## config.mk

```make
export PLATFORM = sky130hd
export DESIGN_NAME = alu_pipe_flat
export DESIGN_NICKNAME = d
export VERILOG_FILES = /design/src/rtl/alu_pipe_if.sv /design/src/rtl/alu_pipe.sv /design/src/flat_wrapper.sv
export SDC_FILE = /design/constraint.sdc
export NUM_CORES = 1
export LEC_CHECK = 0
export CELL_PAD_IN_SITES_DETAIL_PLACEMENT = 1
export CELL_PAD_IN_SITES_GLOBAL_PLACEMENT = 2
export CORE_ASPECT_RATIO = 1.1
export CORE_MARGIN = 4
export CORE_UTILIZATION = 34
export DETAILED_ROUTE_END_ITERATION = 12
export PLACE_DENSITY_LB_ADDON = 0.1
export SYNTH_ARGS = -nofsm -noshare
export SYNTH_HDL_FRONTEND = slang
export SYNTH_SLANG_ARGS = --single-unit
```

## constraint.sdc

```tcl
create_clock -name clk -period 5.85 [get_ports clk]
set_input_delay 0.8775 -clock clk [delete_from_list [all_inputs] [get_ports clk]]
set_output_delay 0.8775 -clock clk [all_outputs]
set_load 0.05 [all_outputs]
```

## src/rtl/alu_pipe_if.sv

```systemverilog
// Operation/result handshake bundle for alu_pipe: one request channel, one
// result channel, and the architectural flag register as read-only outputs.
interface alu_pipe_if #(
  parameter int WIDTH = 16
);
  logic             in_valid;
  logic             in_ready;
  logic [3:0]       opcode;
  logic [WIDTH-1:0] in1;
  logic [WIDTH-1:0] in2;
  logic             out_valid;
  logic             out_ready;
  logic [WIDTH-1:0] result;
  logic             flag_write;
  logic             illegal;
  logic             zf;
  logic             vf;
  logic             nf;

  modport master (
    output in_valid, opcode, in1, in2, out_ready,
    input  in_ready, out_valid, result, flag_write, illegal, zf, vf, nf
  );

  modport slave (
    input  in_valid, opcode, in1, in2, out_ready,
    output in_ready, out_valid, result, flag_write, illegal, zf, vf, nf
  );
endinterface

```

## src/rtl/alu_pipe.sv

```systemverilog
// Two-stage ALU: S1 registers the request, S2 registers result plus flag
// update mask; the Z/V/N register commits only when a result is handed off.
module alu_pipe #(
  parameter int WIDTH = 16
) (
  input logic     clk,
  input logic     rst,
  alu_pipe_if.slave bus
);
  localparam int SHW = $clog2(WIDTH);
  localparam int NIB = WIDTH / 4;
  localparam logic [2:0] MASK_ZVN = 3'b111;
  localparam logic [2:0] MASK_Z   = 3'b100;

  typedef enum logic [3:0] {
    OP_ADD = 4'h0, OP_SUB = 4'h1, OP_XOR = 4'h2, OP_RED = 4'h3,
    OP_SLL = 4'h4, OP_SRA = 4'h5, OP_ROR = 4'h6,
    OP_LW  = 4'h8, OP_SW  = 4'h9, OP_LLB = 4'hA, OP_LHB = 4'hB
  } op_e;

  typedef struct packed {
    logic [3:0]       op;
    logic [WIDTH-1:0] a;
    logic [WIDTH-1:0] b;
  } req_t;

  // mask bit order is {Z, V, N}
  typedef struct packed {
    logic [WIDTH-1:0] res;
    logic             z;
    logic             v;
    logic             n;
    logic [2:0]       mask;
    logic             ill;
  } rsp_t;

  logic [2:1] vld_pipe;
  req_t       s1;
  rsp_t       s2;
  rsp_t       nxt;
  logic       adv2;
  logic       zf_q, vf_q, nf_q;

  assign adv2         = !vld_pipe[2] || bus.out_ready;
  assign bus.in_ready = !vld_pipe[1] || adv2;

  always_ff @(posedge clk or posedge rst) begin
    if (rst) begin
      vld_pipe <= '0;
      s1       <= '0;
      s2       <= '0;
    end else begin
      if (bus.in_ready) vld_pipe[1] <= bus.in_valid;
      if (bus.in_valid && bus.in_ready)
        s1 <= '{op: bus.opcode, a: bus.in1, b: bus.in2};
      if (adv2) begin
        vld_pipe[2] <= vld_pipe[1];
        if (vld_pipe[1]) s2 <= nxt;
      end
    end
  end

  // Saturating add/sub shares one adder: subtract is a + ~b + 1.
  logic             sub;
  logic [WIDTH-1:0] bx, sum, sat, addr, red;
  logic             ovf;
  logic [SHW-1:0]   sh;

  assign sub  = (s1.op == OP_SUB);
  assign bx   = sub ? ~s1.b : s1.b;
  assign sum  = s1.a + bx + WIDTH'(sub);
  assign ovf  = (s1.a[WIDTH-1] == bx[WIDTH-1]) && (sum[WIDTH-1] != s1.a[WIDTH-1]);
  assign sat  = s1.a[WIDTH-1] ? {1'b1, {(WIDTH-1){1'b0}}} : {1'b0, {(WIDTH-1){1'b1}}};
  assign addr = s1.a + s1.b;
  assign sh   = s1.b[SHW-1:0];

  // Sign-extended nibbles of both operands, summed for RED.
  logic [2*NIB-1:0][WIDTH-1:0] nib;

  generate
    for (genvar g = 0; g < NIB; g++) begin : g_nib
      assign nib[g]     = {{(WIDTH-4){s1.a[4*g+3]}}, s1.a[4*g +: 4]};
      assign nib[NIB+g] = {{(WIDTH-4){s1.b[4*g+3]}}, s1.b[4*g +: 4]};
    end
  endgenerate

  always_comb begin
    red = '0;
    for (int i = 0; i < 2*NIB; i++) red = red + nib[i];
  end

  always_comb begin
    nxt = '0;
    case (s1.op)
      OP_ADD, OP_SUB: begin
        nxt.res  = ovf ? sat : sum;
        nxt.v    = ovf;
        nxt.mask = MASK_ZVN;
      end
      OP_XOR: begin
        nxt.res  = s1.a ^ s1.b;
        nxt.mask = MASK_Z;
      end
      OP_RED: nxt.res = red;
      OP_SLL: begin
        nxt.res  = s1.a << sh;
        nxt.mask = MASK_Z;
      end
      OP_SRA: begin
        nxt.res  = $signed(s1.a) >>> sh;
        nxt.mask = MASK_Z;
      end
      OP_ROR: begin
        nxt.res  = WIDTH'({s1.a, s1.a} >> sh);
        nxt.mask = MASK_Z;
      end
      OP_LW, OP_SW: nxt.res = addr;
      OP_LLB:       nxt.res = {s1.a[WIDTH-1:8], s1.b[7:0]};
      OP_LHB:       nxt.res = {s1.b[7:0], s1.a[WIDTH-9:0]};
      default:      nxt.ill = 1'b1;
    endcase
    nxt.z = (nxt.res == '0);
    nxt.n = nxt.res[WIDTH-1];
  end

  always_ff @(posedge clk or posedge rst) begin
    if (rst) begin
      zf_q <= 1'b0;
      vf_q <= 1'b0;
      nf_q <= 1'b0;
    end else if (vld_pipe[2] && bus.out_ready) begin
      if (s2.mask[2]) zf_q <= s2.z;
      if (s2.mask[1]) vf_q <= s2.v;
      if (s2.mask[0]) nf_q <= s2.n;
    end
  end

  assign bus.out_valid  = vld_pipe[2];
  assign bus.result     = s2.res;
  assign bus.flag_write = |s2.mask;
  assign bus.illegal    = s2.ill;
  assign bus.zf         = zf_q;
  assign bus.vf         = vf_q;
  assign bus.nf         = nf_q;
endmodule

```

## src/flat_wrapper.sv

```systemverilog
// flat-port wrapper written by rule: the top's interface ports become plain ports
module alu_pipe_flat 
#(
  parameter int WIDTH = 16
)
  (clk, rst, bus_in_valid, bus_opcode, bus_in1, bus_in2, bus_out_ready, bus_in_ready, bus_out_valid, bus_result, bus_flag_write, bus_illegal, bus_zf, bus_vf, bus_nf);
  alu_pipe_if #(.WIDTH(WIDTH)) bus_i ();
  input logic clk;
  input logic rst;
  input wire logic [$bits(bus_i.in_valid)-1:0] bus_in_valid;
  input wire logic [$bits(bus_i.opcode)-1:0] bus_opcode;
  input wire logic [$bits(bus_i.in1)-1:0] bus_in1;
  input wire logic [$bits(bus_i.in2)-1:0] bus_in2;
  input wire logic [$bits(bus_i.out_ready)-1:0] bus_out_ready;
  output wire logic [$bits(bus_i.in_ready)-1:0] bus_in_ready;
  output wire logic [$bits(bus_i.out_valid)-1:0] bus_out_valid;
  output wire logic [$bits(bus_i.result)-1:0] bus_result;
  output wire logic [$bits(bus_i.flag_write)-1:0] bus_flag_write;
  output wire logic [$bits(bus_i.illegal)-1:0] bus_illegal;
  output wire logic [$bits(bus_i.zf)-1:0] bus_zf;
  output wire logic [$bits(bus_i.vf)-1:0] bus_vf;
  output wire logic [$bits(bus_i.nf)-1:0] bus_nf;
  assign bus_i.in_valid = bus_in_valid;
  assign bus_i.opcode = bus_opcode;
  assign bus_i.in1 = bus_in1;
  assign bus_i.in2 = bus_in2;
  assign bus_i.out_ready = bus_out_ready;
  assign bus_in_ready = bus_i.in_ready;
  assign bus_out_valid = bus_i.out_valid;
  assign bus_result = bus_i.result;
  assign bus_flag_write = bus_i.flag_write;
  assign bus_illegal = bus_i.illegal;
  assign bus_zf = bus_i.zf;
  assign bus_vf = bus_i.vf;
  assign bus_nf = bus_i.nf;
  alu_pipe #(.WIDTH(WIDTH)) u_core (.clk(clk), .rst(rst), .bus(bus_i));
endmodule
```

==> impl_metrics.csv, run 1 <==
group,metric,value,unit
yosys,avgSynthCellArea,8.80,sq um
final_layout,diodes,0,
final_layout,final_cell_mix,"nand2_1 (72), inv_1 (66), clkdlybuf4s50_1 (62)",
place,globalplace.congestion,0.974,
grt,antenna_found_initial,1,
detailed_routing,finalWirelength,32.6,mm
worst_setup_path,cp_max_fo,4,
floorplan,ios,63,
yosys,synth_top_cell_by_area,"dfrtp_1",
sta,finalCritPeriodShare,98.8,%
grt,gr-total-overflow,0,
sta,tightest_slew,0.974,ns
place,place_inst,1242,
final_layout,final_core_util,41.0,%
sta,min_period,5.78,ns
sta,maxSlewViolCount,0,
sta,hold_ws,0.476,ns
detailed_routing,drtAntennaViolNets,0,
cts,clock_path_buffers,2,
floorplan,dieWidth,155,microns
sta,hold_viol,0,
hold_path,holdCritPathClass,"reg2reg",
yosys,syn-cell-area,8040,sq um
power_and_ir_drop,power.leakage,0.00401,uW
final_layout,drive_gt1_share,18.5,%
floorplan,coreArea,23100,sq um
yosys,synth-seq-cells,62,
worst_setup_path,crit_required,6.10,ns
power_and_ir_drop,cellPowerDensity,701,nW/um^2
yosys,ys_async_sr_fraction,100,%
sta,max_freq,173,MHz
power_and_ir_drop,total_power,6630,uW
place,dp_hpwl,24.7,mm
grt,grt_max_degree,63,
cts,clk_latency,0.36,ns
worst_setup_path,end_kind,"flip-flop",
cts,cts_tree,"built",
yosys,ys.flop_type,"dfrtp_1",
sta,max_slew_margin,34.1,%
yosys,synth_area_leaders,"dfrtp_1 (19%), mux2_2 (8.1%), fa_1 (7.5%)",
cts,clockRootBuffer,"clkbuf_16",
floorplan,rows,58,
sta,rsz0062_at_grt,"true",
final_layout,fill_cells,2734,
floorplan,start_util,34.8,%
detailed_routing,drt_iter0_drc,614,
worst_setup_path,regToRegSetupSlack,0.07,ns
floorplan,dieHeight,169,microns
sta,setup_tns,0,ns
cts,cts_buffers,9,
final_layout,ff_latch_area,1550,sq um
grt,grt_pass1_vias,8069,
grt,grtUsageTotal,24.6,%
yosys,netlist-cell-type-count,84,
detailed_routing,wl_per_cell,25.9,microns
worst_setup_path,worstPathArrival,6.03,ns
yosys,synth_edf_count,0,
worst_setup_path,criticalPathCategory,"reg2reg",
detailed_routing,first_pass_iters,5,
final_layout,multi_input_area,5960,sq um
final_layout,area_delta_synth_final,17.7,%
cts,clk_pin_slew,0.07,ns
cts,holdBufCountCts,0,
flow_run,drv_cap,0,
place,portBuffers,62,
final_layout,layout.cells.non_filler,1260,
yosys,syn-instance-count,913,
detailed_routing,via_count,7558,
yosys,synth_warnings,0,
outcome,status,"complete, no violations",
cts,cts_sinks,62,
floorplan,die_area,26200,sq um
grt,grt_first_pass_wirelength,49.5,mm
sta,clock_skew,0.0170,ns
yosys,ys_seq_area_share,19.3,%
yosys,synth_top_area_share,19.3,%
power_and_ir_drop,peakVddDrop,1080,uV
cts,htreeDepth,3,
detailed_routing,via_per_inst,6.00,
detailed_routing,remaining_drc_errors,0,
final_layout,final_common_cell,"nand2_1",
final_layout,nNetsFinal,1070,
yosys,syn-num-nets,1028,
worst_setup_path,start_kind,"flip-flop",
sta,setup_viol,0,
==> worst max-delay path: stages (launching register included) <==
cell,delay (ns)
dfrtp_1,0.40
ha_2,0.21
fa_2,0.37
a2111oi_4,0.38
a21oi_2,0.08
fa_1,0.59
inv_1,0.06
fa_1,0.48
inv_1,0.06
fa_1,0.47
fa_1,0.50
inv_1,0.07
ha_4,0.29
o21a_1,0.12
o31a_1,0.18
o21ai_1,0.08
nand2b_1,0.12
a31oi_2,0.16
or3_4,0.41
nor4_4,0.23
nand2_1,0.10
o41ai_2,0.32
==> what timing repair did <==
action / CTS / global route
buffers inserted: 0 / 2
setup endpoints to repair: 4 / 6
gates resized for setup: 7 / 15
pin swaps: 2 / 3
==> power by group <==
part	switching (uW)	total (uW)	internal [uW]
Clock	248	628	380
Sequential	89.7	616	526
Combinational	3090	5380	2300
==> metrics by stage <==
step	area [sq um]	setup slack [ns]
2_1_floorplan	8040	0.296
3_3_place_gp	8980	-0.125
3_5_place_dp	8980	-0.232
4_1_cts	9360	0.0193
5_1_grt	9460	-0.133
6_report	9460	0.0687
==> synthesized netlist by cell type, types with 4 or more instances <==
master	number
nand2_1	72
inv_1	67
dfrtp_1	62
mux2_2	58
o21ai_0	52
a21oi_1	51
nor2_1	51
ha_1	45
clkbuf_1	38
mux2i_1	35
fa_1	30
nor3_1	27
xnor2_1	21
buf_4	20
nand3_1	19
xor2_1	18
mux4_2	16
a21o_1	12
nand2b_1	12
a211oi_1	11
a31oi_1	11
nor2b_1	10
o22ai_1	10
buf_2	9
buf_1	8
a22o_1	7
o211ai_1	6
o21a_1	6
or3_1	6
and3_1	5
o21bai_1	5
a22oi_1	4
and2_1	4
mux4_1	4
nand3b_1	4
nand4_1	4
nor3b_1	4
nor4_1	4
o221ai_1	4
==> kinds of logic (layout without fill, tap and decap cells) <==
group	count (synthesis)	count (layout)	synth area share, %
DFF	62	62	19.3
AOI/OAI and AO/OA	234	234	19.9
and+or+nand+nor	241	241	15.4
adders and majority gates	76	76	14.6
buffers and inverters	148	195	8.27
muxes	113	113	18.3
xor gates and xnor gates	39	39	4.25
==> worst paths after layout <==
check / depth (start not counted) / end / startpoint
min in group asynchronous: 3 / u_core.vld_pipe[1]$_DFFE_PP0N_ / rst
max in group asynchronous: 3 / u_core.nib[65]$_DFFE_PP0P_ / rst
setup / recovery: 21 / u_core.s2[6]$_DFFE_PP0P_ / u_core.nib[0]$_DFFE_PP0P_
hold / removal: 2 / u_core.bus.result[11]$_DFFE_PP0P_ / u_core.bus.result[11]$_DFFE_PP0P_
setup reg to reg: 21 / u_core.s2[6]$_DFFE_PP0P_ / u_core.nib[0]$_DFFE_PP0P_
hold reg to reg: 2 / u_core.bus.result[11]$_DFFE_PP0P_ / u_core.bus.result[11]$_DFFE_PP0P_
==> state kept, by name, indices dropped and copies added (netlist names) <==
signal / flops
u_core.bus.nf: 1
u_core.s1: 4
u_core.bus.zf: 1
u_core.bus.vf: 1
u_core.nib: 32
u_core.bus.illegal: 1
u_core.s2: 5
u_core.bus.result: 15
u_core.vld_pipe: 2
==> metal layers <==
layer	GRT usage, %	vias to the layer above	part of all wire, %
li1	-	3389	-
met1	32.1	3868	42
met2	41.9	240	49
met3	3.06	59	4.7
met4	9.29	2	4.1
met5	0	-	0.021
==> final cells by class <==
cell class                      count  area share, %
Inverter                           70           2.78
Clock inverter                      7           1.10
Tap cell                          300           3.97
Clock buffer                        9           2.38
Timing Repair Buffer              109           10.3
Multi-Input combinational cell    703           63.0
Sequential cell                    62           16.4
Note: power is estimated with default switching activity, not from simulation.
==> run 2, diff against run 1 <==
--- a/config.mk
+++ b/config.mk
@@ -11,7 +11,7 @@
 export CORE_MARGIN = 4
 export CORE_UTILIZATION = 34
 export DETAILED_ROUTE_END_ITERATION = 12
-export PLACE_DENSITY_LB_ADDON = 0.1
+export PLACE_DENSITY = 0.84
 export SYNTH_ARGS = -nofsm -noshare
 export SYNTH_HDL_FRONTEND = slang
 export SYNTH_SLANG_ARGS = --single-unit
==> run 2 against run 1 <==
Fmax is 0.83% higher. Global-route usage is 0.82 points lower. Clock power is 5.3% lower. Sequential power hardly changed. Hold slack better by 0.0011 ns. Via count is 0.37% lower. First-iteration DRC count is 30% lower. Clock skew is 0.0096 ns lower. Clock-buffer cell count is 3 higher. Setup slack better by 0.048 ns. Critical path type unchanged. Largest cell class unchanged. Largest power group unchanged.
==> impl_metrics.csv, run 2 (same netlist as run 1, synthesis figures left out) <==
group,metric,value,unit
cts,cts_tree,"built",
place,dp_slack,-0.200,ns
flow_run,drv_cap,0,
worst_setup_path,worstPathCellList,"ha_2, fa_2, a2111oi_4, a21oi_2, fa_1, inv_2, fa_1, inv_1, fa_1, fa_1, inv_1, ha_4, o21a_1, o31a_1, o21ai_1, nand2b_1, xor2_2, a221oi_2, and3_1, nand3_1, o41ai_2",
cts,htreeDepth,3,
worst_setup_path,critPathBufInv,3,
outcome,status,"complete, no violations",
detailed_routing,finalWirelength,31.1,mm
grt,grt_max_degree,63,
sta,setup_slack,0.117,ns
worst_setup_path,cp_max_fo,5,
place,dpl_cell_area,8980,sq um
floorplan,coreArea,23100,sq um
cts,clockRootBuffer,"clkbuf_16",
worst_setup_path,max_stage_delay,0.61,ns
final_layout,final_area,9480,sq um
final_layout,nNetsFinal,1074,
final_layout,final_common_cell,"nand2_1",
power_and_ir_drop,cellPowerDensity,691,nW/um^2
place,portBuffers,62,
sta,finalCritPeriodShare,98.0,%
detailed_routing,via_count,7530,
power_and_ir_drop,p_seq_share,9.4,%
detailed_routing,drt_iter0_drc,432,
hold_path,holdCritPathClass,"reg2reg",
place,dp_hpwl,23.5,mm
final_layout,drive_gt1_share,19.0,%
floorplan,start_util,34.8,%
power_and_ir_drop,p_sw_share,51.3,%
sta,hold_ws,0.477,ns
sta,setup_viol,0,
worst_setup_path,start_kind,"flip-flop",
sta,max_slew_margin,38.9,%
cts,clk_pin_slew,0.05,ns
worst_setup_path,cp_slowest_cell,"fa_1",
hold_path,hold_path_end,"u_core.bus.result[1]$_DFFE_PP0P_",
worst_setup_path,crit_required,6.10,ns
sta,clock_skew,0.00738,ns
worst_setup_path,criticalPathCategory,"reg2reg",
sta,hold_viol,0,
floorplan,dieHeight,169,microns
power_and_ir_drop,power.internal,3190,uW
sta,tightest_slew,0.913,ns
floorplan,rows,58,
final_layout,fill_cells,2710,
sta,rsz0062_at_grt,"true",
cts,clk_latency,0.35,ns
sta,max_freq,174,MHz
worst_setup_path,timing.rr.end,"u_core.s2[6]$_DFFE_PP0P_",
power_and_ir_drop,combinationalPowerShare,81.6,%
sta,maxSlewViolCount,0,
cts,cts_buffers,9,
power_and_ir_drop,p_clk_share,9.1,%
hold_path,worstHoldStart,"u_core.bus.result[1]$_DFFE_PP0P_",
final_layout,largest_reg_flops,32,
worst_setup_path,cpMostUsedCell,"fa_1",
final_layout,diodes,0,
cts,cts_sinks,62,
cts,holdBufCountCts,0,
detailed_routing,remaining_drc_errors,0,
worst_setup_path,end_kind,"flip-flop",
detailed_routing,wl_per_cell,24.6,microns
power_and_ir_drop,switching_power,3360,uW
power_and_ir_drop,total_power,6560,uW
power_and_ir_drop,peakVddDrop,756,uV
floorplan,ios,63,
place,globalplace.congestion,0.973,
detailed_routing,drtAntennaViolNets,0,
final_layout,final_cell_mix,"nand2_1 (72), inv_1 (65), clkdlybuf4s50_1 (62)",
grt,grt_first_pass_wirelength,47.7,mm
worst_setup_path,rr_worst_depth,21,
floorplan,dieWidth,155,microns
grt,grt_pass1_vias,7931,
floorplan,die_area,26200,sq um
grt,gr-total-overflow,0,
grt,antenna_found_initial,0,
worst_setup_path,regToRegSetupSlack,0.12,ns
cts,clock_path_buffers,2,
detailed_routing,via_per_inst,5.96,
detailed_routing,first_pass_iters,5,
grt,grtUsageTotal,23.8,%
worst_setup_path,r2r-start,"u_core.nib[0]$_DFFE_PP0P_",
worst_setup_path,worstPathArrival,5.98,ns
final_layout,area_delta_synth_final,18.0,%
sta,min_period,5.73,ns
power_and_ir_drop,power.leakage,0.00403,uW
worst_setup_path,path_delay_family,"adder cells",
hold_path,min_path_cells,2,
==> run 2: cell type report <==
cell class	count	area [sq um]	area share [%]
Multi-Input combinational cell	703	5970	63.0
Sequential cell	62	1550	16.4
Timing Repair Buffer	113	1000	10.6
Tap cell	300	375	3.96
Inverter	70	263	2.77
Clock buffer	12	246	2.60
Clock inverter	4	70.1	0.739
==> run 2: per-stage QoR <==
step           std cells  TNS (ns)  utilization [%]
2_1_floorplan        913         0                -
6_report            1264         0             41.1
4_1_cts             1259         0             40.4
3_5_place_dp        1243    -0.200             38.9
3_3_place_gp        1243         0             38.9
5_1_grt             1264    -0.154             41.1
==> run 2: layer usage <==
layer | GRT usage [%] | vias to the layer above | part of all wire [%]
met3 | 5.02 | 102 | 6.4
li1 | - | 3395 | -
met4 | 10.3 | 0 | 4.8
met5 | 0 | - | 0
met1 | 30.4 | 3734 | 41
met2 | 39.1 | 299 | 47
==> run 2: timing repair <==
action                                  CTS  global route
setup buffers                             0             5
pin swaps                                 0            15
endpoints found under the setup margin    2             8
resized for setup                         7            21
endpoints found under the hold margin     0             0
==> run 2: worst max path at each step <==
stage                          startpoint                       end  cells after the start
2_1_floorplan  u_core.nib[16]$_DFFE_PP0P_  u_core.s2[6]$_DFFE_PP0P_                     21
3_3_place_gp    u_core.nib[0]$_DFFE_PP0P_  u_core.s2[6]$_DFFE_PP0P_                     21
3_5_place_dp    u_core.nib[0]$_DFFE_PP0P_  u_core.s2[6]$_DFFE_PP0P_                     21
4_1_cts         u_core.nib[0]$_DFFE_PP0P_  u_core.s2[6]$_DFFE_PP0P_                     23
5_1_grt         u_core.nib[0]$_DFFE_PP0P_  u_core.s2[6]$_DFFE_PP0P_                     21
6_report        u_core.nib[0]$_DFFE_PP0P_  u_core.s2[6]$_DFFE_PP0P_                     21
==> run 2: worst min-delay path, stage by stage, from the launching register on <==
cell and delay [ns]:
dfrtp_1 0.34, nand2_1 0.05, o21ai_0 0.06
==> run 2: power groups by stage <==
stage	logic, uW	registers [uW]	clock network (uW)
6_report	5350	613	595
5_1_grt	5840	626	625
4_1_cts	4780	613	605
3_5_place_dp	4700	621	0
3_3_place_gp	4530	618	0
2_1_floorplan	3260	622	0
==> run 3, diff against run 2 <==
--- a/config.mk
+++ b/config.mk
@@ -7,7 +7,6 @@
 export LEC_CHECK = 0
 export CELL_PAD_IN_SITES_DETAIL_PLACEMENT = 1
 export CELL_PAD_IN_SITES_GLOBAL_PLACEMENT = 2
-export CORE_ASPECT_RATIO = 1.1
 export CORE_MARGIN = 4
 export CORE_UTILIZATION = 34
 export DETAILED_ROUTE_END_ITERATION = 12
@@ -15,3 +14,4 @@
 export SYNTH_ARGS = -nofsm -noshare
 export SYNTH_HDL_FRONTEND = slang
 export SYNTH_SLANG_ARGS = --single-unit
+export TNS_END_PERCENT = 1
==> run 3 against run 2 <==
Sequential share of layout area is 0.19 points lower. Sequential power grew 1%. Routed wire length up 0.23%. Register-to-register slack improved by 0.02 ns. Clock power is 3% higher. Cell count increased by 1.1%. Via count down 0.27%. Clock skew decreased by 0.00064 ns. Non-clock buffer count rose by 1. Global-route usage about the same. Largest cell class unchanged. Largest power group unchanged. Utilization grew 0.79 points. Fmax is 0.30% higher.
==> impl_metrics.csv, run 3 (same netlist as run 1, synthesis figures left out) <==
group,metric,value,unit
final_layout,multi_input_area,6030,sq um
sta,finalCritPeriodShare,97.7,%
sta,setup_viol,0,
detailed_routing,via_per_inst,5.88,
sta,maxSlewViolCount,0,
sta,min_period,5.72,ns
final_layout,area_delta_synth_final,19.4,%
sta,rsz0062_at_grt,"true",
final_layout,final_cell_mix,"nand2_1 (72), inv_1 (63), clkdlybuf4s50_1 (62)",
floorplan,dieHeight,162,microns
worst_setup_path,max_stage_delay,0.55,ns
worst_setup_path,start_kind,"flip-flop",
detailed_routing,remaining_drc_errors,0,
cts,htreeDepth,3,
grt,grt_max_degree,63,
power_and_ir_drop,cellPowerDensity,717,nW/um^2
power_and_ir_drop,peakVddDrop,1400,uV
detailed_routing,first_pass_iters,5,
detailed_routing,wl_per_cell,24.4,microns
final_layout,nNetsFinal,1075,
worst_setup_path,cp_max_fo,4,
sta,hold_viol,0,
sta,tightest_slew,0.901,ns
final_layout,drive_gt1_share,19.9,%
cts,clockRootBuffer,"clkbuf_16",
worst_setup_path,worstPathArrival,5.95,ns
final_layout,diodes,0,
place,portBuffers,62,
outcome,status,"complete, no violations",
place,globalplace.congestion,0.972,
detailed_routing,finalWirelength,31.2,mm
floorplan,start_util,35.1,%
cts,cts_sinks,62,
floorplan,rows,55,
cts,cts_buffers,9,
worst_setup_path,worstPathCellList,"ha_4, fa_2, a2111oi_4, a21oi_2, fa_1, fa_1, inv_2, fa_1, inv_1, fa_1, inv_2, ha_4, o21a_1, o31a_1, o21ai_1, nand2b_1, a31oi_4, or3_4, nor4_4, nand2_1, o41ai_2",
cts,clk_pin_slew,0.06,ns
worst_setup_path,timing.rr.end,"u_core.s2[6]$_DFFE_PP0P_",
place,dp_hpwl,22.8,mm
floorplan,ios,63,
final_layout,largest_reg_flops,32,
worst_setup_path,end_kind,"flip-flop",
hold_path,holdCritPathClass,"reg2reg",
worst_setup_path,path_delay_family,"adder cells",
final_layout,final_core_util,41.9,%
sta,max_freq,175,MHz
detailed_routing,drtAntennaViolNets,0,
grt,grt_first_pass_wirelength,47.9,mm
sta,clock_skew,0.00674,ns
grt,grtUsageTotal,23.8,%
worst_setup_path,critPathBufInv,3,
cts,clock_path_buffers,2,
final_layout,fill_cells,2658,
final_layout,ff_latch_area,1550,sq um
worst_setup_path,worst_setup_path_startpoint,"u_core.nib[16]$_DFFE_PP0P_",
hold_path,min_path_cells,2,
final_layout,final_common_cell,"nand2_1",
sta,max_slew_margin,39.8,%
worst_setup_path,rr_worst_depth,21,
worst_setup_path,crit_end,"u_core.s2[6]$_DFFE_PP0P_",
floorplan,die_area,26200,sq um
floorplan,coreArea,22900,sq um
cts,holdBufCountCts,0,
worst_setup_path,r2r-start,"u_core.nib[16]$_DFFE_PP0P_",
worst_setup_path,cp_slowest_cell,"fa_1",
cts,clk_latency,0.35,ns
flow_run,drv_cap,0,
grt,grt_pass1_vias,7850,
detailed_routing,via_count,7510,
floorplan,dieWidth,162,microns
worst_setup_path,criticalPathCategory,"reg2reg",
grt,antenna_found_initial,0,
detailed_routing,drt_iter0_drc,557,
cts,cts_tree,"built",
worst_setup_path,cp_num_cells,21,
worst_setup_path,crit_required,6.08,ns
grt,gr-total-overflow,0,
worst_setup_path,regToRegSetupSlack,0.13,ns
power_and_ir_drop,power.leakage,0.00405,uW
worst_setup_path,cpMostUsedCell,"fa_1",
power_and_ir_drop,total_power,6880,uW
==> run 3: changes by cell type in the layout (fill, tap and decap cells not counted), moves of 2 or more <==
cell        change
ha_4            +5
inv_2           +2
clkinv_2        -2
inv_1           -2
clkinvlp_4      +2
ha_1            -4
clkbuf_1        -2
==> run 3: power breakdown <==
| group | switching (uW) | internal [uW] |
|---|---|---|
| sequential | 92.0 | 527 |
| clock | 228 | 387 |
| combinational | 3110 | 2540 |
==> run 3: routing by layer <==
metal	up-vias	track usage, %	share of wire, %
met5	-	0	0
met4	0	8.92	3.7
met3	70	3.48	5.5
met2	261	39.8	48
met1	3776	31.3	42
li1	3403	-	-
==> run 3: how the worst min path moves through the flow <==
stage                                startpoint                                to  slack [ns]
6_report       u_core.bus.result[9]$_DFFE_PP0P_  u_core.bus.result[9]$_DFFE_PP0P_        0.49
4_1_cts        u_core.bus.result[9]$_DFFE_PP0P_  u_core.bus.result[9]$_DFFE_PP0P_        0.49
5_1_grt        u_core.bus.result[1]$_DFFE_PP0P_  u_core.bus.result[1]$_DFFE_PP0P_        0.51
2_1_floorplan          u_core.s2[6]$_DFFE_PP0P_          u_core.s2[6]$_DFFE_PP0P_        0.44
3_3_place_gp   u_core.bus.result[9]$_DFFE_PP0P_  u_core.bus.result[9]$_DFFE_PP0P_        0.47
3_5_place_dp   u_core.bus.result[9]$_DFFE_PP0P_  u_core.bus.result[9]$_DFFE_PP0P_        0.48
==> run 3: repair_timing <==
| action | 4_1_cts | 5_1_grt |
|---|---|---|
| buffers inserted | 1 | 6 |
| setup endpoints to repair | 3 | 3 |
| gates resized for setup | 15 | 23 |
| pin swaps | 11 | 20 |
==> run 3: layout make-up <==
class / instances / area share, %
timing repair buffer: 114 / 10.7
multi-input combinational: 703 / 62.9
tap: 313 / 4.08
clock inverter: 6 / 0.965
sequential: 62 / 16.2
clock buffer: 10 / 2.49
inverter: 70 / 2.74
==> run 3: worst register-to-register path, cell delays in order, from the launching register on <==
cell and delay (ns):
dfrtp_1 0.42, ha_4 0.20, fa_2 0.37, a2111oi_4 0.33
a21oi_2 0.07, fa_1 0.50, fa_1 0.55, inv_2 0.05
fa_1 0.47, inv_1 0.05, fa_1 0.52, inv_2 0.06
ha_4 0.28, o21a_1 0.12, o31a_1 0.16, o21ai_1 0.06
nand2b_1 0.14, a31oi_4 0.14, or3_4 0.40, nor4_4 0.24
nand2_1 0.11, o41ai_2 0.37
==> run 3: per-stage QoR <==
| step | worst slack (ns) | instance area [sq um] | setup TNS, ns | hold WS, ns | std cells |
|---|---|---|---|---|---|
| 2_1_floorplan | 0.296 | 8040 | 0 | 0.444 | 913 |
| 3_3_place_gp | -0.0565 | 8990 | -0.0565 | 0.473 | 1255 |
| 3_5_place_dp | -0.194 | 8990 | -0.212 | 0.478 | 1255 |
| 4_1_cts | 0.0131 | 9420 | 0 | 0.491 | 1272 |
| 5_1_grt | -0.0844 | 9600 | -0.151 | 0.515 | 1278 |
| 6_report | 0.134 | 9600 | 0 | 0.486 | 1278 |
